--- config.mk ---
export PLATFORM = sky130hd
export DESIGN_NAME = mc_regalu_core_flat
export DESIGN_NICKNAME = d
export VERILOG_FILES = /design/src/rtl/mc_regalu_core_if.sv /design/src/rtl/mc_regalu_core.sv /design/src/flat_wrapper.sv
export SDC_FILE = /design/constraint.sdc
export NUM_CORES = 2
export LEC_CHECK = 0
export CAP_MARGIN = 20
export CORE_ASPECT_RATIO = 0.8
export CORE_MARGIN = 2
export CORE_UTILIZATION = 50
export DETAILED_ROUTE_END_ITERATION = 10
export PLACE_DENSITY = 0.72
export SYNTH_ARGS = -nofsm -noshare
export SYNTH_HDL_FRONTEND = slang
export SYNTH_SLANG_ARGS = --single-unit
--- constraint.sdc ---
create_clock -name clk -period 46.8 [get_ports clk]
set_input_delay 9.36 -clock clk [delete_from_list [all_inputs] [get_ports clk]]
set_output_delay 9.36 -clock clk [all_outputs]
set_load 0.03 [all_outputs]
--- src/rtl/mc_regalu_core_if.sv ---
// -----------------------------------------------------------------------------
// mc_regalu_core_if
// Instruction handshake, result bus and debug read port of mc_regalu_core.
//
// Signals:
//   instr_in    [31:0]      instruction word from fetch
//   instr_valid             instr_in / pc_in are valid
//   instr_ready             core is in IDLE and can accept an instruction
//   pc_in       [WIDTH-1:0] PC of the offered instruction
//   result      [WIDTH-1:0] registered ALU output
//   zero                    result == 0, registered with result
//   overflow                signed overflow of add/sub/addi, registered with result
//   done                    one-cycle pulse in WRITEBACK
//   illegal                 one-cycle pulse in WRITEBACK for an unsupported encoding
//   dbg_addr    [4:0]       debug register index
//   dbg_data    [WIDTH-1:0] combinational read of register dbg_addr
//
// Modports: master = fetch / memory side, slave = the core.
// -----------------------------------------------------------------------------
interface mc_regalu_core_if #(
   parameter int WIDTH = 32
);
   logic [31:0]      instr_in;
   logic             instr_valid;
   logic             instr_ready;
   logic [WIDTH-1:0] pc_in;
   logic [WIDTH-1:0] result;
   logic             zero;
   logic             overflow;
   logic             done;
   logic             illegal;
   logic [4:0]       dbg_addr;
   logic [WIDTH-1:0] dbg_data;

   modport master (
      output instr_in,
      output instr_valid,
      output pc_in,
      output dbg_addr,
      input  instr_ready,
      input  result,
      input  zero,
      input  overflow,
      input  done,
      input  illegal,
      input  dbg_data
   );

   modport slave (
      input  instr_in,
      input  instr_valid,
      input  pc_in,
      input  dbg_addr,
      output instr_ready,
      output result,
      output zero,
      output overflow,
      output done,
      output illegal,
      output dbg_data
   );
endinterface

--- src/rtl/mc_regalu_core.sv ---
// -----------------------------------------------------------------------------
// mc_regalu_core
// Multicycle register-file / ALU core. Each instruction goes through
// IDLE -> DECODE -> EXECUTE -> WRITEBACK, one state per clock, so a new
// instruction can be accepted every fourth cycle.
//
// Parameters:
//   WIDTH  datapath / register width (16..64)
//   NREGS  register count (8, 16 or 32); register indices use the low
//          log2(NREGS) bits of each 5-bit instruction field
//
// Ports:
//   clk    rising-edge clock
//   reset  asynchronous active-high reset
//   bus    mc_regalu_core_if.slave: instruction handshake, PC, registered
//          result/zero/overflow, done/illegal pulses and debug read port
//
// Supported encodings: R-type add/sub/and/or/xor/slt, addi, andi, ori, jal.
// Anything else completes as an illegal instruction with no register write.
// -----------------------------------------------------------------------------
module mc_regalu_core #(
   parameter int WIDTH = 32,
   parameter int NREGS = 32
) (
   input  logic             clk,
   input  logic             reset,
   mc_regalu_core_if.slave  bus
);

   localparam int            AW       = $clog2(NREGS);
   localparam int            MSB      = WIDTH - 1;
   localparam logic [AW-1:0] LINK_IDX = AW'(NREGS - 1);
   localparam logic [AW-1:0] ZERO_IDX = {AW{1'b0}};

   localparam logic [5:0] OP_RTYPE = 6'h00;
   localparam logic [5:0] OP_JAL   = 6'h03;
   localparam logic [5:0] OP_ADDI  = 6'h08;
   localparam logic [5:0] OP_ANDI  = 6'h0C;
   localparam logic [5:0] OP_ORI   = 6'h0D;

   localparam logic [5:0] FN_ADD = 6'h20;
   localparam logic [5:0] FN_SUB = 6'h22;
   localparam logic [5:0] FN_AND = 6'h24;
   localparam logic [5:0] FN_OR  = 6'h25;
   localparam logic [5:0] FN_XOR = 6'h26;
   localparam logic [5:0] FN_SLT = 6'h2A;

   typedef enum logic [1:0] {
      ST_IDLE      = 2'd0,
      ST_DECODE    = 2'd1,
      ST_EXECUTE   = 2'd2,
      ST_WRITEBACK = 2'd3
   } state_t;

   typedef enum logic [2:0] {
      ALU_ADD = 3'd0,
      ALU_SUB = 3'd1,
      ALU_AND = 3'd2,
      ALU_OR  = 3'd3,
      ALU_XOR = 3'd4,
      ALU_SLT = 3'd5
   } alu_op_t;

   typedef enum logic [1:0] {
      SRC_B_REG  = 2'd0,
      SRC_B_SIMM = 2'd1,
      SRC_B_ZIMM = 2'd2,
      SRC_B_FOUR = 2'd3
   } src_b_t;

   // Sequencing state and architectural latches
   state_t           state_r;
   logic [31:0]      ir_r;
   logic [WIDTH-1:0] pc_r;
   logic [WIDTH-1:0] a_r;
   logic [WIDTH-1:0] b_r;
   logic [WIDTH-1:0] result_r;
   logic             zero_r;
   logic             overflow_r;
   logic             done_r;
   logic             illegal_r;
   logic             ready_r;
   logic [WIDTH-1:0] regs_r [NREGS];

   // Instruction fields
   logic [5:0]       op_s;
   logic [5:0]       funct_s;
   logic [4:0]       rs_f_s;
   logic [4:0]       rt_f_s;
   logic [4:0]       rd_f_s;
   logic [15:0]      imm_s;

   // Decode results
   alu_op_t          alu_op_s;
   src_b_t           src_b_sel_s;
   logic             src_a_pc_s;
   logic             ovf_en_s;
   logic             legal_s;
   logic [AW-1:0]    dest_s;

   // ALU datapath
   logic [WIDTH-1:0] src_a_v_s;
   logic [WIDTH-1:0] src_b_v_s;
   logic [WIDTH-1:0] sum_s;
   logic [WIDTH-1:0] diff_s;
   logic             slt_s;
   logic [WIDTH-1:0] alu_res_s;
   logic             alu_ovf_s;

   // Field bits that this configuration never consumes (shamt, and the high
   // index bits when NREGS < 32) are gathered here on purpose.
   logic             unused_ok_s;

   assign op_s    = ir_r[31:26];
   assign rs_f_s  = ir_r[25:21];
   assign rt_f_s  = ir_r[20:16];
   assign rd_f_s  = ir_r[15:11];
   assign funct_s = ir_r[5:0];
   assign imm_s   = ir_r[15:0];

   assign unused_ok_s = ^{ir_r[10:6], rs_f_s, rt_f_s, rd_f_s, bus.dbg_addr};

   // Instruction decode: ALU operation, operand sources, destination, legality
   always_comb begin
      alu_op_s    = ALU_ADD;
      src_b_sel_s = SRC_B_REG;
      src_a_pc_s  = 1'b0;
      ovf_en_s    = 1'b0;
      legal_s     = 1'b1;
      dest_s      = rd_f_s[AW-1:0];
      case (op_s)
         OP_RTYPE: begin
            case (funct_s)
               FN_ADD: begin
                  alu_op_s = ALU_ADD;
                  ovf_en_s = 1'b1;
               end
               FN_SUB: begin
                  alu_op_s = ALU_SUB;
                  ovf_en_s = 1'b1;
               end
               FN_AND:  alu_op_s = ALU_AND;
               FN_OR:   alu_op_s = ALU_OR;
               FN_XOR:  alu_op_s = ALU_XOR;
               FN_SLT:  alu_op_s = ALU_SLT;
               default: legal_s  = 1'b0;
            endcase
         end
         OP_ADDI: begin
            alu_op_s    = ALU_ADD;
            src_b_sel_s = SRC_B_SIMM;
            ovf_en_s    = 1'b1;
            dest_s      = rt_f_s[AW-1:0];
         end
         OP_ANDI: begin
            alu_op_s    = ALU_AND;
            src_b_sel_s = SRC_B_ZIMM;
            dest_s      = rt_f_s[AW-1:0];
         end
         OP_ORI: begin
            alu_op_s    = ALU_OR;
            src_b_sel_s = SRC_B_ZIMM;
            dest_s      = rt_f_s[AW-1:0];
         end
         OP_JAL: begin
            // Link address is computed by the ALU adder as PC + 4; never flags overflow
            alu_op_s    = ALU_ADD;
            src_a_pc_s  = 1'b1;
            src_b_sel_s = SRC_B_FOUR;
            dest_s      = LINK_IDX;
         end
         default: legal_s = 1'b0;
      endcase
   end

   // ALU source selection
   always_comb begin
      src_a_v_s = src_a_pc_s ? pc_r : a_r;
      case (src_b_sel_s)
         SRC_B_REG:  src_b_v_s = b_r;
         SRC_B_SIMM: src_b_v_s = WIDTH'($signed(imm_s));
         SRC_B_ZIMM: src_b_v_s = WIDTH'(imm_s);
         SRC_B_FOUR: src_b_v_s = WIDTH'(32'd4);
         default:    src_b_v_s = b_r;
      endcase
   end

   assign sum_s  = src_a_v_s + src_b_v_s;
   assign diff_s = src_a_v_s - src_b_v_s;
   assign slt_s  = $signed(src_a_v_s) < $signed(src_b_v_s);

   // ALU function and signed-overflow detection
   always_comb begin
      alu_res_s = sum_s;
      alu_ovf_s = 1'b0;
      case (alu_op_s)
         ALU_ADD: begin
            alu_res_s = sum_s;
            // same-sign operands producing a result of the other sign
            alu_ovf_s = ovf_en_s & (src_a_v_s[MSB] == src_b_v_s[MSB]) &
                        (sum_s[MSB] != src_a_v_s[MSB]);
         end
         ALU_SUB: begin
            alu_res_s = diff_s;
            // opposite-sign operands where the result takes the subtrahend's sign
            alu_ovf_s = ovf_en_s & (src_a_v_s[MSB] != src_b_v_s[MSB]) &
                        (diff_s[MSB] != src_a_v_s[MSB]);
         end
         ALU_AND: alu_res_s = src_a_v_s & src_b_v_s;
         ALU_OR:  alu_res_s = src_a_v_s | src_b_v_s;
         ALU_XOR: alu_res_s = src_a_v_s ^ src_b_v_s;
         ALU_SLT: alu_res_s = {{(WIDTH-1){1'b0}}, slt_s};
         default: begin
            alu_res_s = sum_s;
            alu_ovf_s = 1'b0;
         end
      endcase
   end

   // Sequencing FSM with IR/PC/A/B latches and registered status outputs
   always_ff @(posedge clk or posedge reset) begin
      if (reset) begin
         state_r    <= ST_IDLE;
         ir_r       <= 32'h0000_0000;
         pc_r       <= {WIDTH{1'b0}};
         a_r        <= {WIDTH{1'b0}};
         b_r        <= {WIDTH{1'b0}};
         result_r   <= {WIDTH{1'b0}};
         zero_r     <= 1'b1;
         overflow_r <= 1'b0;
         done_r     <= 1'b0;
         illegal_r  <= 1'b0;
         ready_r    <= 1'b1;
      end else begin
         done_r    <= 1'b0;
         illegal_r <= 1'b0;
         case (state_r)
            ST_IDLE: begin
               if (bus.instr_valid) begin
                  ir_r    <= bus.instr_in;
                  pc_r    <= bus.pc_in;
                  ready_r <= 1'b0;
                  state_r <= ST_DECODE;
               end
            end
            ST_DECODE: begin
               a_r     <= regs_r[rs_f_s[AW-1:0]];
               b_r     <= regs_r[rt_f_s[AW-1:0]];
               state_r <= ST_EXECUTE;
            end
            ST_EXECUTE: begin
               if (legal_s) begin
                  result_r   <= alu_res_s;
                  zero_r     <= (alu_res_s == {WIDTH{1'b0}});
                  overflow_r <= alu_ovf_s;
               end else begin
                  result_r   <= {WIDTH{1'b0}};
                  zero_r     <= 1'b1;
                  overflow_r <= 1'b0;
               end
               // done/illegal are high for exactly the WRITEBACK cycle
               done_r    <= 1'b1;
               illegal_r <= ~legal_s;
               state_r   <= ST_WRITEBACK;
            end
            ST_WRITEBACK: begin
               ready_r <= 1'b1;
               state_r <= ST_IDLE;
            end
            default: begin
               ready_r <= 1'b1;
               state_r <= ST_IDLE;
            end
         endcase
      end
   end

   // Register file: one write port committed at the end of WRITEBACK; r0 never written
   always_ff @(posedge clk or posedge reset) begin
      if (reset) begin
         for (int i = 0; i < NREGS; i++) begin
            regs_r[i] <= {WIDTH{1'b0}};
         end
      end else if ((state_r == ST_WRITEBACK) && legal_s && (dest_s != ZERO_IDX)) begin
         regs_r[dest_s] <= result_r;
      end
   end

   assign bus.instr_ready = ready_r;
   assign bus.result      = result_r;
   assign bus.zero        = zero_r;
   assign bus.overflow    = overflow_r;
   assign bus.done        = done_r;
   assign bus.illegal     = illegal_r;
   assign bus.dbg_data    = regs_r[bus.dbg_addr[AW-1:0]];

endmodule

--- src/flat_wrapper.sv ---
// flat-port wrapper written by rule: the top's interface ports become plain ports
module mc_regalu_core_flat 
#(
   parameter int WIDTH = 32,
   parameter int NREGS = 32
)
  (clk, reset, bus_instr_in, bus_instr_valid, bus_pc_in, bus_dbg_addr, bus_instr_ready, bus_result, bus_zero, bus_overflow, bus_done, bus_illegal, bus_dbg_data);
  mc_regalu_core_if #(.WIDTH(WIDTH)) bus_i ();
  input  logic clk;
  input  logic reset;
  input wire logic [$bits(bus_i.instr_in)-1:0] bus_instr_in;
  input wire logic [$bits(bus_i.instr_valid)-1:0] bus_instr_valid;
  input wire logic [$bits(bus_i.pc_in)-1:0] bus_pc_in;
  input wire logic [$bits(bus_i.dbg_addr)-1:0] bus_dbg_addr;
  output wire logic [$bits(bus_i.instr_ready)-1:0] bus_instr_ready;
  output wire logic [$bits(bus_i.result)-1:0] bus_result;
  output wire logic [$bits(bus_i.zero)-1:0] bus_zero;
  output wire logic [$bits(bus_i.overflow)-1:0] bus_overflow;
  output wire logic [$bits(bus_i.done)-1:0] bus_done;
  output wire logic [$bits(bus_i.illegal)-1:0] bus_illegal;
  output wire logic [$bits(bus_i.dbg_data)-1:0] bus_dbg_data;
  assign bus_i.instr_in = bus_instr_in;
  assign bus_i.instr_valid = bus_instr_valid;
  assign bus_i.pc_in = bus_pc_in;
  assign bus_i.dbg_addr = bus_dbg_addr;
  assign bus_instr_ready = bus_i.instr_ready;
  assign bus_result = bus_i.result;
  assign bus_zero = bus_i.zero;
  assign bus_overflow = bus_i.overflow;
  assign bus_done = bus_i.done;
  assign bus_illegal = bus_i.illegal;
  assign bus_dbg_data = bus_i.dbg_data;
  mc_regalu_core #(.WIDTH(WIDTH), .NREGS(NREGS)) u_core (.clk(clk), .reset(reset), .bus(bus_i));
endmodule
[Word level (Yosys, flattened, before mapping)]
Index checks and enable logic that the tools add are counted.
Storage, ports and cells
  flip-flop bits (word level): 1191
  input bits: 72
  word-level logic and storage cells: 140
Operators by class
  mux-type cells: 34
  magnitude comparators: 6
  bitwise operators: 12
  reduce and logical (&&, ||, !) cells: 17
  eq/ne operators: 26
  $add $sub $neg: 2
Operator list (number)
  1024-bit bitwise mux: 1
  32-bit binary-select mux with 5-bit select: 3
  32-bit 2-to-1 mux: 9
  32-bit demux with 5-bit select: 1
  32-bit one-hot mux with 5 select lines: 1
  32-bit one-hot mux with 4 select lines: 1
  6-bit equality test (second input constant): 6
  32-bit adder: 1
  32-bit AND: 1
  32-bit logical NOT: 1
  32-bit < comparator: 1
  32-bit bitwise OR: 1
  32-bit subtractor: 1
  32-bit XOR: 1
  6-bit greater-or-equal comparator (second input constant): 4
  5-bit NOT with 6-bit output: 4
  6-bit by 4-bit equality test with 1-bit output (second input constant): 3
  3-bit one-hot mux with 5 select lines: 1
  5-bit one-hot mux with 2 select lines: 1
  3-bit one-hot mux with 3 select lines: 1
  2-bit equality test (second input constant): 4
  1-bit 2-to-1 mux: 8
  1-bit one-hot mux with 2 select lines: 4
  2-bit one-hot mux with 4 select lines: 1
  other kinds (24): 37

[Logic depth before layout (Yosys ltp)]
  depth after elaboration: 10
  gate-level depth with buffers: 22
  depth with buffers taken out: 19

[Worst setup path after synthesis]
No wires, ideal clock.
  path kind: input -> output
  from: input port bus_dbg_addr[0]
  to: output port bus_dbg_data[0]
  buffers on the path: 3
  stages: 6
  data arrival time: 11.852 ns
  setup slack: 25.588 ns
  path through: clkbuf_1 -> buf_1 -> buf_1 -> mux4_2 -> mux4_2 -> mux2_2
Between the ends
  longest elaborated chain between the ends: 4
RTL lines
  start: declaration: RTL line flat_wrapper.sv:14  | input wire logic [$bits(bus_i.dbg_addr)-1:0] bus_dbg_addr;
  5-bit NOT with 6-bit output (not written as such): RTL line mc_regalu_core.sv:295  | assign bus.dbg_data = regs_r[bus.dbg_addr[AW-1:0]];
  32-bit binary-select mux with 5-bit select: RTL line mc_regalu_core.sv:295
  32-bit 2-to-1 mux (not written as such) (2 in a row): RTL line mc_regalu_core.sv:295
  end: declaration: RTL line flat_wrapper.sv:21  | output wire logic [$bits(bus_i.dbg_data)-1:0] bus_dbg_data;
No other way between the ends. The select of a mux whose other input is x is not followed.

[Worst setup path in the final report]
  from: input port bus_dbg_addr[0]
  to: output port bus_dbg_data[23]
The elaborated chain is that of the path after synthesis.

==> impl_metrics.py <==
metrics = {
    "placed_design": {
        "gpl.final_weighted_congestion": 0.928,
        "detailed_place_hpwl_um": 138000,
        "io_buffers": 140,
    },
    "timing": {
        "slew_headroom": 0.149,
        "finalMaxSlewViolations": 0,
        "final.period_utilization": 0.496,
        "worst_clock_skew_ns": 0.0339,
        "timing_worst_slew_pin_value_ns": 1.28,
        "maxClockFrequency_mhz": 43.1,
        "final_period_minus_worst_setup_slack_ns": 23.20,
        "fin_setup_tns_ns": 0,
        "grt_setup_unrepaired": "false",
        "hold_viol_final": 0,
        "setup_viol_count_final": 0,
    },
    "cts": {
        "cts-root-buf": "sky130_fd_sc_hd__clkbuf_16",
        "cts-htree-levels": 4,
        "tritoncts": "built",
        "clock_latency_ns": 0.78,
        "numCtsBuffers": 131,
        "clock_sink_count": 1191,
        "ctsLongestPathBuffers": 3,
        "post_cts.repair.setup_buffers": 0,
        "cts_resized": 0,
        "clock_slew_seen_by_the_registers_of_the_worst_setup_and_hold_paths_ns": 0.06,
        "post_cts_hold_buffer_count": 0,
    },
    "finish": {
        "drive_gt1_frac": 0.470,
        "layout.filler_cells": 11600,
        "area.growth.synth_to_final_pct": 10.4,
        "layout.nets": 5164,
    },
    "global_routing": {
        "grt_pass1_vias": 49800,
        "groute.usage.overall": 0.314,
        "overflow": 0,
        "grt_start_max_net_pins": 146,
        "antenna_found_initial": 6,
        "grt_first_pass_wirelength_um": 347000,
    },
    "logic_synthesis": {
        "synth-warning-count": 0,
        "seq_area_frac_synth": 0.404,
        "syn_area_um2": 73800,
        "yosysUniqueCellTypes": 87,
        "async_s_r_ff_share_synth": 1.00,
        "synth_enable_flop_cells": 0,
        "synth-main-ff-cell": "sky130_fd_sc_hd__dfrtp_1",
        "synthCells": 5133,
        "flop_and_latch_count_out_of_synthesis": 1191,
        "syn-num-nets": 5307,
        "post_synth.cell_area_avg_um2": 14.4,
    },
    "critical_path": {
        "crit_arrival_ns": 13.84,
        "criticalPathCategory": "in2out",
        "worst-endpoint-required_ns": 37.44,
        "path_max_fanout": 61,
        "critPathCaptureType": "output pin",
        "crit_path_launch_type": "input pin",
    },
    "die": {
        "die_area_um2": 151000,
        "ios": 141,
        "initial_core_utilization": 0.502,
        "chipWidth_um": 433,
        "rows": 126,
        "floorplan.core_area_um2": 147000,
        "height_of_the_chip_um": 348,
    },
    "outcome": {
        "outcome": "finished, final reports clean",
    },
    "pwr": {
        "p_int_mw": 2.44,
        "power.share.sequential": 0.300,
        "power_density_nw_per_um2": 52.8,
        "share_comb_of_total_power": 0.452,
        "irDropWorstVdd_v": 0.0000607,
        "total_power_mw": 4.30,
        "p_switching_mw": 1.86,
        "switching_share": 0.433,
        "cellLeakagePower_nw": 35.5,
        "p_clk_frac": 0.248,
    },
    "routing": {
        "highest_layer": "met5",
        "dr.pass1.iters": 8,
        "route.detailed.vias_per_inst": 7.11,
        "vias": 50400,
        "wire_length_per_cell_after_detailed_routing_um": 33.0,
        "wl_um": 234000,
        "antenna_left": 0,
        "detail_route.iter0.violations": 7135,
        "dr_wl_met3_um": 32000,
        "drc_errors": 0,
        "met2RoutedLength_um": 102000,
        "wl_on_met1_um": 92200,
    },
    "run": {
        "drv_cap": 0,
    },
    "hold_path": {
        "worstHoldPathType": "reg2reg",
    },
}
cell usage after synthesis, types with 18 or more instances:
cell type,count,share of area
sky130_fd_sc_hd__o21ai_0,117,0.0079
sky130_fd_sc_hd__clkbuf_1,426,0.022
sky130_fd_sc_hd__buf_1,88,0.0045
sky130_fd_sc_hd__o21a_1,25,0.0025
sky130_fd_sc_hd__buf_2,24,0.0016
sky130_fd_sc_hd__inv_1,107,0.0054
sky130_fd_sc_hd__nand2_1,226,0.012
sky130_fd_sc_hd__nor3_1,29,0.0020
sky130_fd_sc_hd__mux2i_1,88,0.012
sky130_fd_sc_hd__ha_1,100,0.017
sky130_fd_sc_hd__mux4_2,960,0.29
sky130_fd_sc_hd__nand3_1,34,0.0023
sky130_fd_sc_hd__o22ai_1,37,0.0031
sky130_fd_sc_hd__nor2b_1,18,0.0015
sky130_fd_sc_hd__dfrtp_1,1189,0.40
sky130_fd_sc_hd__a21oi_1,139,0.0094
sky130_fd_sc_hd__mux2_2,1023,0.16
sky130_fd_sc_hd__nor2_1,178,0.0091
cell usage in the layout, fill, tap and decap left out, types with 24 or more instances in the layout:
master and n:
sky130_fd_sc_hd__nand3_1 32, sky130_fd_sc_hd__clkdlybuf4s50_1 135, sky130_fd_sc_hd__a21oi_1 139, sky130_fd_sc_hd__dfrtp_1 1179, sky130_fd_sc_hd__buf_4 115, sky130_fd_sc_hd__ha_1 99
sky130_fd_sc_hd__nor3_1 27, sky130_fd_sc_hd__inv_1 106, sky130_fd_sc_hd__o21ai_0 117, sky130_fd_sc_hd__mux2_2 1023, sky130_fd_sc_hd__o21a_1 25, sky130_fd_sc_hd__o22ai_1 37
sky130_fd_sc_hd__nand2_1 209, sky130_fd_sc_hd__nor2_1 166, sky130_fd_sc_hd__clkbuf_16 136, sky130_fd_sc_hd__mux4_2 960, sky130_fd_sc_hd__mux2i_1 88, sky130_fd_sc_hd__clkbuf_1 24
sky130_fd_sc_hd__clkinv_2 29
area by class of cell:
cell class,count,area [um^2],share of cell area
multi-input combinational,3293,41700,0.512
antenna,2,5.00,0.0000615
timing repair buffer,266,2560,0.0315
sequential,1191,29800,0.367
clock inverter,64,666,0.00818
inverter,107,409,0.00503
tap,1984,2480,0.0305
clock buffer,178,3740,0.0459
worst max-delay path: stages:
cell and delay (ns):
sky130_fd_sc_hd__buf_8 0.51, sky130_fd_sc_hd__buf_4 0.90, sky130_fd_sc_hd__buf_4 0.85, sky130_fd_sc_hd__mux4_2 0.62
sky130_fd_sc_hd__mux4_2 0.49, sky130_fd_sc_hd__mux2_2 0.33, sky130_fd_sc_hd__clkdlybuf4s50_1 0.62
state kept, by name, summed over array words and instances (netlist names):
register	count
u_core.regs_r	1024
u_core.a_r	32
u_core.b_r	32
u_core.bus.result	32
u_core.ir_r	32
u_core.pc_r	32
u_core.state_r	2
u_core.bus.done	1
u_core.bus.illegal	1
u_core.bus.instr_ready	1
u_core.bus.overflow	1
u_core.bus.zero	1
kinds of logic after synthesis:
kind of cell | count (synthesis) | share of synthesized area
xor gates and xnor gates | 15 | 0.00178
DFF | 1191 | 0.404
adders and majority gates | 102 | 0.0175
buffers and inverters | 649 | 0.0338
AOI/OAI and AO/OA | 519 | 0.0458
muxes | 2071 | 0.461
and+or+nand+nor | 586 | 0.0356
power groups by stage:
| stage | registers (mW) | clock network [mW] | logic [mW] |
|---|---|---|---|
| 4_1_cts | 1.30 | 1.08 | 1.89 |
| 5_1_grt | 1.30 | 1.12 | 2.07 |
| 3_3_place_gp | 1.31 | 0 | 1.86 |
| 6_report | 1.29 | 1.07 | 1.95 |
| 3_5_place_dp | 1.31 | 0 | 1.88 |
| 2_1_floorplan | 1.21 | 0 | 1.37 |
per-layer routing:
layer,GRT usage,vias to the layer above
met2,0.445,3323
met3,0.117,454
met4,0.100,4
met5,0,-
met1,0.449,26700
li1,-,19800
path summary, 6_finish.rpt:
| path | from | endpoint | slack (ns) | depth (start not counted) |
|---|---|---|---|---|
| setup reg to reg | u_core.ir_r[29] | u_core.bus.zero | 39.68 | 20 |
| hold / removal | u_core.regs_r[1012] | u_core.regs_r[1012] | 0.42 | 0 |
| hold reg to reg | u_core.regs_r[1012] | u_core.regs_r[1012] | 0.42 | 0 |
| min in group asynchronous | reset | u_core.pc_r[0] | 9.17 | 2 |
| max in group asynchronous | reset | u_core.regs_r[726] | 33.69 | 6 |
| setup / recovery | bus_dbg_addr[0] | bus_dbg_data[23] | 23.60 | 7 |
through the flow:
step                      hold WS [ns]  area, um^2  cells  setup slack, ns   util
after floorplan                  0.458       73800   5133             3.89      -
after global placement           0.401       76800   6832            23.58  0.522
after detailed placement         0.404       76800   6832            23.48  0.522
after CTS                        0.420       81200   7074            23.47  0.552
after global routing             0.432       81400   7083            23.21  0.554
final                            0.417       81400   7085            23.60  0.554
Note: power is estimated with default switching activity, not from simulation.
